### src/rtl/key_event_decoder.sv
// rtl/key_event_decoder.sv - classifies debounced presses as short/long, with optional auto-repeat
// Optional feature macro: KEY_AUTO_REPEAT_EN compiles in rep_cnt and repeat_press generation.
module key_event_decoder #(
   parameter logic [19:0] REL_CNT_MAX    = 20'd999_999,
   parameter logic [25:0] LONG_CNT_MAX   = 26'd49_999_999,
   parameter logic [23:0] REPEAT_CNT_MAX = 24'd9_999_999
) (
   input  logic sys_clk,
   input  logic sys_rst_n,
   input  logic button_in,
   input  logic key_flag,
   output logic short_press,
   output logic long_press,
   output logic repeat_press,
   output logic key_hold
);

   typedef enum logic [1:0] {
      IDLE    = 2'd0,
      PRESSED = 2'd1,
      LONG    = 2'd2
   } state_t;

   state_t      state, state_nxt;
   logic        btn_m, btn_s;
   logic [19:0] rel_cnt, rel_cnt_nxt;
   logic [25:0] hold_cnt, hold_cnt_nxt;
   logic        short_nxt, long_nxt, repeat_nxt;
   logic        rel_done;

   // button_in is asynchronous to sys_clk; idle level is released (1)
   always_ff @(posedge sys_clk or negedge sys_rst_n) begin
      if (!sys_rst_n) begin
         btn_m <= 1'b1;
         btn_s <= 1'b1;
      end else begin
         btn_m <= button_in;
         btn_s <= btn_m;
      end
   end

   assign rel_done = btn_s && (rel_cnt == REL_CNT_MAX);

   always_comb begin
      state_nxt    = state;
      hold_cnt_nxt = hold_cnt;
      rel_cnt_nxt  = rel_cnt;
      short_nxt    = 1'b0;
      long_nxt     = 1'b0;
      case (state)
         IDLE: begin
            if (key_flag) begin
               state_nxt    = PRESSED;
               hold_cnt_nxt = '0;
               rel_cnt_nxt  = '0;
            end
         end
         PRESSED: begin
            hold_cnt_nxt = hold_cnt + 26'd1;
            rel_cnt_nxt  = btn_s ? rel_cnt + 20'd1 : '0;
            // release wins a tie with the long threshold
            if (rel_done) begin
               state_nxt = IDLE;
               short_nxt = 1'b1;
            end else if (hold_cnt == LONG_CNT_MAX) begin
               state_nxt = LONG;
               long_nxt  = 1'b1;
            end
         end
         LONG: begin
            rel_cnt_nxt = btn_s ? rel_cnt + 20'd1 : '0;
            if (rel_done) begin
               state_nxt = IDLE;
            end
         end
         default: state_nxt = IDLE;
      endcase
   end

`ifdef KEY_AUTO_REPEAT_EN
   logic [23:0] rep_cnt, rep_cnt_nxt;

   always_comb begin
      rep_cnt_nxt = rep_cnt;
      repeat_nxt  = 1'b0;
      if (long_nxt) begin
         rep_cnt_nxt = '0;
      end else if (state == LONG) begin
         if (rep_cnt == REPEAT_CNT_MAX) begin
            rep_cnt_nxt = '0;
            // no repeat on the cycle the release is confirmed
            repeat_nxt  = !rel_done;
         end else begin
            rep_cnt_nxt = rep_cnt + 24'd1;
         end
      end
   end

   always_ff @(posedge sys_clk or negedge sys_rst_n) begin
      if (!sys_rst_n) begin
         rep_cnt <= '0;
      end else begin
         rep_cnt <= rep_cnt_nxt;
      end
   end
`else
   assign repeat_nxt = 1'b0;
`endif

   always_ff @(posedge sys_clk or negedge sys_rst_n) begin
      if (!sys_rst_n) begin
         state        <= IDLE;
         hold_cnt     <= '0;
         rel_cnt      <= '0;
         short_press  <= 1'b0;
         long_press   <= 1'b0;
         repeat_press <= 1'b0;
         key_hold     <= 1'b0;
      end else begin
         state        <= state_nxt;
         hold_cnt     <= hold_cnt_nxt;
         rel_cnt      <= rel_cnt_nxt;
         short_press  <= short_nxt;
         long_press   <= long_nxt;
         repeat_press <= repeat_nxt;
         key_hold     <= (state_nxt != IDLE);
      end
   end

endmodule

### config.mk
export PLATFORM = sky130hd
export DESIGN_NAME = key_event_decoder
export DESIGN_NICKNAME = d
export VERILOG_FILES = /design/src/rtl/key_event_decoder.sv
export SDC_FILE = /design/constraint.sdc
export NUM_CORES = 1
export LEC_CHECK = 0
export CAP_MARGIN = 10
export CORE_MARGIN = 5
export CORE_UTILIZATION = 65
export CTS_BUF_LIST = sky130_fd_sc_hd__clkbuf_8
export DETAILED_ROUTE_END_ITERATION = 10
export GPL_TIMING_DRIVEN = 1
export PLACE_DENSITY = 0.88
export SLEW_MARGIN = 15
export SYNTH_ARGS = -nofsm -noshare
export SYNTH_HDL_FRONTEND = slang
export SYNTH_SLANG_ARGS = --single-unit
export TNS_END_PERCENT = 30
### constraint.sdc
create_clock -name sys_clk -period 3.5 [get_ports sys_clk]
set_input_delay 0.7 -clock sys_clk [delete_from_list [all_inputs] [get_ports sys_clk]]
set_output_delay 0.7 -clock sys_clk [all_outputs]
set_load 0.01 [all_outputs]
==> metrics.md, run 1 <==
| Metric | Value |
|---|---|
| Nets | `about 310` |
| WL per Instance | `between 15 and 20 µm` |
| Post-route cell area | `about 0.003 mm²` |
| Seq/Total Area, Yosys | `0.481` |
| Routability congestion estimate | `about 0.85` |
| Fmax | `about 0.39 GHz` |
| Initial Util | `0.681` |
| Largest family of logic cells by synthesized area | `simple AND/OR/NAND/NOR gates` |
| Worst path arrival time | `2760 ps` |
| Final worst-path cycle share | `0.731` |
| Worst-Margin Slew | `between 700 and 800 ps` |
| Yosys Warn Count | `0` |
| VDD IR max | `0.239 mV` |
| Worst flop-to-flop path startpoint | `state[1]$_DFF_PN0_` |
| Post-route setup slack | `940 ps` |
| Hold EP | `btn_s$_DFF_PN1_` |
| Pwr/cell area | `342 mW/mm²` |
| Top_reg_cell synth | `dfrtp_1` |
| Drt drc | `0` |
| Hold Fails Final Rpt | `0` |
| Drt pass-1 iters | `4` |
| Hold Path Class | `register to register` |
| Inserted Clock Buffers | `5` |
| Crit Path Max Fanout | `10` |
| Routed via count | `approximately 2200` |
| Hold-critical path depth | `0` |
| Vias in the first global route | `2220` |
| CTS Root Cell | `clkbuf_8` |
| Initial detailed-routing violation count | `approximately 160` |
| Worst EP required | `about 3700 ps` |
| Simple-gate share of the synthesized area | `0.275` |
| # setup viols final | `0` |
| Worst-path clk slew | `approximately 100 ps` |
| Leakage | `1.22 nW` |
| Status | `finished, final reports clean` |
| IO buf count | `6` |
| Skew-Pair Late Insertion Delay | `about 310 ps` |
| Layout cell share with drive strength beyond 1 | `0.0557` |
| Total Wirelength | `between 5000 and 6000 µm` |
| Worst clock skew | `about 9 ps` |
| HPWL after detailed placement | `3830 µm` |
| Mapped Area | `between 0.002 and 0.003 mm²` |
| Hold_buf cts | `0` |
| Antenna diode count | `0` |
| Synth Area per Inst | `approximately 9 µm²` |
| Min cycle time layout | `2560 ps` |
| Fin Setup TNS | `0 ps` |
| Die W | `75.2 µm` |
| Die area | `about 0.0057 mm²` |
| Initial antenna violation count | `0` |
| Fin. max-slew vios | `0` |
| Antenna viol nets, final | `0` |
| Post-CTS Resized | `0` |
| Share of flip-flops with an asynchronous set or reset | `1.00` |
| MaxCap Viol Count | `0` |
| Reg2Reg Capture Point | `hold_cnt[21]$_DFFE_PN0P_` |
| Die extent in y | `roughly 75 µm` |
| Sequence of cells on the critical path | `clkdlybuf4s50_1 -> mux2i_1 -> or3_1 -> nor4_1 -> xnor2_1 -> nor2_1` |
| Pre-CTS WS | `722 ps` |
| R2r setup slk | `roughly 1000 ps` |
| H-tree Lvls | `2` |
| Rows | `23` |
| Xor and xnor area share after synthesis | `0.0888` |
| CTS max path bufs | `2` |
| CTS tree | `done` |
| Critical path class | `input port to register` |
| WHS | `359 ps` |
| Synth Area in Compound Gates | `0.0797` |
| Final non-filler cell total | `around 360` |
| Largest stage delay on the critical path | `around 600 ps` |
| Core Region | `0.00406 mm²` |
| Pin count of the biggest net entering global routing | `33` |
| IO Pins | `8` |
| Setup bufs post-CTS | `0` |
| CP Capture Type | `register` |
| Post-Synth Adder-Cell Area | `0.0272` |
| R2r worst-path depth | `7` |
| Layout filler cell count | `between 300 and 400` |
| CTS sink cnt | `53` |
| Placed cell areas | `approximately 0.0029 mm²` |
| Synthesized Nets | `approximately 310` |
| Setup crit start kind | `input port` |
| Post-synth EDFFs | `0` |
| HP Start | `btn_m$_DFF_PN1_` |
| GR Overflow Total | `0` |
| Global-route wire length before repair | `~10000 µm` |
| Max-slew headroom | `0.489` |
| Library cells used by synthesis | `41` |
| Post-DR vias/cell | `6.24` |
| RSZ-0062 raised after global routing | `no` |
| Mux cell area share after synthesis | `0.0150` |
| Post-Synthesis Cells | `298` |
| Dpl cells | `around 350` |
| Total Routing Usage GR | `0.228` |
| Slowest stage cell on the critical path | `clkdlybuf4s50_1` |
| Number of synthesized register bits | `53` |
| Layout area overhead | `6.89%` |
==> through the flow <==
stage / util / power (W)
after floorplan: - / 0.000643
after global placement: 0.704 / 0.000662
after detailed placement: 0.704 / 0.000663
after CTS: 0.727 / 0.00102
after global routing: 0.727 / 0.00105
final: 0.727 / 0.00101
==> how the worst max path moves through the flow <==
stage / start / end / slack (ps) / cells after the start
after floorplan: state[0]$_DFF_PN0_ / rel_cnt[15]$_DFFE_PN0P_ / 1330 / 8
after global placement: key_flag / rel_cnt[12]$_DFFE_PN0P_ / 780 / 7
after detailed placement: key_flag / hold_cnt[25]$_DFFE_PN0P_ / 720 / 6
after CTS: key_flag / hold_cnt[21]$_DFFE_PN0P_ / 1000 / 6
after global routing: key_flag / rel_cnt[12]$_DFFE_PN0P_ / 760 / 7
final: key_flag / hold_cnt[21]$_DFFE_PN0P_ / 940 / 6
==> logic make-up after synthesis <==
kind of cell | count (synthesis)
DFF | 53
and+or+nand+nor | 150
muxes | 4
xor gates and xnor gates | 28
AOI/OAI and AO/OA | 36
adders and majority gates | 6
buffers and inverters | 20
other | 1
==> placed cells by master, fill, tap and decap left out, types with 4 or more instances in the layout <==
master | synthesis | final
and3_1 | 7 | 7
xnor2_1 | 21 | 21
dfrtp_1 | 51 | 51
clkdlybuf4s50_1 | 0 | 5
or3_1 | 6 | 6
o21ai_0 | 12 | 12
buf_4 | 2 | 4
nor3_1 | 13 | 13
nor2_1 | 42 | 42
ha_1 | 6 | 6
nand3_1 | 21 | 21
xor2_1 | 7 | 7
clkbuf_8 | 0 | 6
inv_1 | 9 | 9
nand4_1 | 5 | 5
nand2_1 | 27 | 27
a21oi_1 | 10 | 10
and4_1 | 5 | 5
nor4_1 | 10 | 10
==> flip-flops by register name (all words and copies together) (netlist names) <==
register and count:
short_press 1, key_hold 1, hold_cnt 26, btn_m 1, btn_s 1, state 2
long_press 1, rel_cnt 20
==> synth_stat cells (3+ instances only) <==
library cell  number  area (µm²)
a21oi_1           10        50.1
and3_1             7        43.8
and4_1             5        43.8
buf_2              4        20.0
clkbuf_1           5        18.8
dfrtp_1           51        1280
ha_1               6        75.1
inv_1              9        33.8
mux2i_1            3        30.0
nand2_1           27         101
nand3_1           21         105
nand4_1            5        31.3
nand4b_1           3        26.3
nor2_1            42         158
nor3_1            13        65.1
nor4_1            10        62.6
o21ai_0           12        60.1
o31ai_1            3        22.5
or3_1              6        37.5
xnor2_1           21         184
xor2_1             7        61.3
==> layer usage <==
metal,vias up,track usage,wire [µm]
met5,-,0,0
met2,72,0.354,2490
met4,0,0.0777,76
met3,10,0.0481,299
li1,1059,-,-
met1,1075,0.320,2600
==> worst max-delay path: cells and delay by family <==
kind                   cells  cell delay [ps]
XOR/XNOR                   1              190
buffers and inverters      1              600
multiplexers               1              250
AND/OR/NAND/NOR            3             1020
==> power by group <==
| part | internal (W) | switching [W] |
|---|---|---|
| sequential | 0.000617 | 0.00000330 |
| combinational | 0.00000817 | 0.0000222 |
| clock | 0.000161 | 0.000200 |
| total | 0.000785 | 0.000225 |
==> cell type report <==
type / count / area [µm²] / share of cell area
Sequential cell: 53 / 1330 / 0.450
Tap cell: 50 / 62.6 / 0.0212
Multi-Input combinational cell: 225 / 1350 / 0.456
Clock buffer: 6 / 82.6 / 0.0280
Inverter: 9 / 33.8 / 0.0114
Timing Repair Buffer: 10 / 85.1 / 0.0288
Clock inverter: 2 / 13.8 / 0.00466
Power figures use the tool's default switching activity.
==> inputs of run 2 (changes only) <==
- CORE_UTILIZATION: 65 -> 63
- PLACE_DENSITY: 0.88 -> 0.86
- clock period: 3.5 -> 2.65 ns (I/O delays scaled with it)
==> run 2 against run 1 <==
Compared with the run above: sequential cell count unchanged; sequential power increased by 32%; total power increased by 30%; critical endpoint is now rel_cnt[14]$_DFFE_PN0P_; largest power group unchanged; cell count increased by 2.5%; design area increased by 1.6%; combinational power increased by 42%; highest routed layer unchanged; largest cell class unchanged.
==> metrics.md, run 2 (synthesis results as in run 1) <==
| Metric | Value |
|---|---|
| Hold Path Class | `register to register` |
| Die W | `about 76 µm` |
| Status | `finished, final reports clean` |
| WL per Instance | `roughly 15 µm` |
| Layout cell share with drive strength beyond 1 | `0.0737` |
| Routability congestion estimate | `roughly 0.89` |
| Commonest non-fill, non-tap cells in the layout | `dfrtp_1, nor2_1, nand2_1` |
| Core Region | `0.00429 mm²` |
| Total Routing Usage GR | `0.204` |
| Setup bufs post-CTS | `0` |
| RSZ-0062 raised after global routing | `no` |
| Worst clock skew | `roughly 7.5 ps` |
| # setup viols final | `0` |
| Slowest stage cell on the critical path | `nor4_1` |
| H-tree Lvls | `2` |
| Pwr/cell area | `approximately 440 mW/mm²` |
| Initial antenna violation count | `0` |
| Initial Util | `0.643` |
| Commonest non-fill, non-tap cell in the layout | `dfrtp_1` |
| Largest stage delay on the critical path | `570 ps` |
| Fin. max-slew vios | `0` |
| Routed via count | `~2200` |
| CTS tree | `done` |
| Top reg by flops | `hold_cnt` |
| Leakage | `1.24 nW` |
| Die area | `between 0.005 and 0.006 mm²` |
| Rows | `24` |
| Total Wirelength | `5590 µm` |
| Flip-flop count of the largest register after layout | `26` |
| Worst-Margin Slew | `654 ps` |
| Setup crit start kind | `register` |
| CTS max path bufs | `2` |
| Largest regs | `hold_cnt: 26 flops, rel_cnt: 20 flops, state: 2 flops` |
| R2r setup slk | `310 ps` |
| Post-CTS Resized | `0` |
| Hold_buf cts | `1` |
| Layout area overhead | `8.61%` |
| Nets | `321` |
| Drt pass-1 iters | `5` |
| IO buf count | `6` |
| Inserted Clock Buffers | `5` |
| Fmax | `roughly 0.43 GHz` |
| Max-slew headroom | `0.560` |
| IO Pins | `8` |
| Global-route wire length before repair | `slightly below 10000 µm` |
| Layout filler cell count | `336` |
| CTS sink cnt | `53` |
| Skew-Pair Late Insertion Delay | `roughly 310 ps` |
| Drt drc | `0` |
| HPWL after detailed placement | `3970 µm` |
| Post-DR vias/cell | `6.17` |
| CTS Root Cell | `clkbuf_8` |
| Critical path class | `register to register` |
| Worst path arrival time | `about 2500 ps` |
| Power Total | `between 0.001 and 0.0015 W` |
| Crit Path Max Fanout | `15` |
| WHS | `roughly 360 ps` |
| VDD IR max | `roughly 0.31 mV` |
| Sequence of cells on the critical path | `inv_1 -> ha_1 -> mux2i_1 -> buf_4 -> nor4_1 -> nand3_1 -> xor2_1 -> nor2_1` |
| Vias in the first global route | `between 2000 and 2500` |
| Fin Setup TNS | `0 ps` |
| MaxCap Viol Count | `0` |
| CP Capture Type | `register` |
| Worst-path clk slew | `around 90 ps` |
| Worst EP required | `around 2900 ps` |
| Final worst-path cycle share | `0.882` |
| Min cycle time layout | `between 2000 and 2500 ps` |
| Number of buffers and inverters on the critical path | `2` |
| Kind of cell adding the most delay to the critical path | `simple AND/OR/NAND/NOR gates` |
| Pin count of the biggest net entering global routing | `30` |
| Initial detailed-routing violation count | `209` |
| Die extent in y | `between 70 and 80 µm` |
| Hold Fails Final Rpt | `0` |
| GR Overflow Total | `0` |
| Antenna viol nets, final | `0` |
| Antenna diode count | `0` |
## run 2: final cells by class
type                    count  area [µm²]  area share
flip-flops and latches     53        1330       0.443
clock inverters             3        17.5     0.00584
well taps                  52        65.1      0.0217
inverters                   9        33.8      0.0113
clock buffers               5        68.8      0.0229
repair buffers             17         140      0.0467
multi-input cells         225        1350       0.448
## run 2: worst register-to-register path, stage by stage, from the launching register on
cell	delay (ps)
dfrtp_1	420
inv_1	130
ha_1	330
mux2i_1	150
buf_4	210
nor4_1	570
nand3_1	200
xor2_1	180
nor2_1	50
## run 2: worst paths after layout
path	start	end	cells after the start
hold / removal	btn_m$_DFF_PN1_	btn_s$_DFF_PN1_	0
min in group asynchronous	sys_rst_n	rel_cnt[2]$_DFFE_PN0P_	2
max in group asynchronous	sys_rst_n	btn_m$_DFF_PN1_	3
hold reg to reg	btn_m$_DFF_PN1_	btn_s$_DFF_PN1_	0
setup reg to reg	state[1]$_DFF_PN0_	rel_cnt[14]$_DFFE_PN0P_	8
setup / recovery	state[1]$_DFF_PN0_	rel_cnt[14]$_DFFE_PN0P_	8
## run 2: power breakdown
part | total (W) | leakage, nW | switching, W | internal, W
sequential | 0.000819 | 0.706 | 0.00000486 | 0.000814
combinational | 0.0000432 | 0.494 | 0.0000296 | 0.0000136
clock | 0.000448 | 0.0439 | 0.000265 | 0.000183
## run 2: per-layer routing
layer  vias to the layer above  share of wire  global-route usage
met3                         9          0.050              0.0378
met4                         0          0.014              0.0857
li1                       1075              -                   -
met1                      1096           0.48               0.293
met2                        67           0.45               0.302
met5                         -              0                   0
## run 2: through the flow
| stage | worst slack, ps | cells | utilization | instance area [µm²] |
|---|---|---|---|---|
| after floorplan | 476 | 298 | - | 2760 |
| after global placement | 212 | 355 | 0.676 | 2900 |
| after detailed placement | 192 | 355 | 0.676 | 2900 |
| after CTS | 333 | 364 | 0.698 | 3000 |
| after global routing | 125 | 364 | 0.698 | 3000 |
| final | 313 | 364 | 0.698 | 3000 |
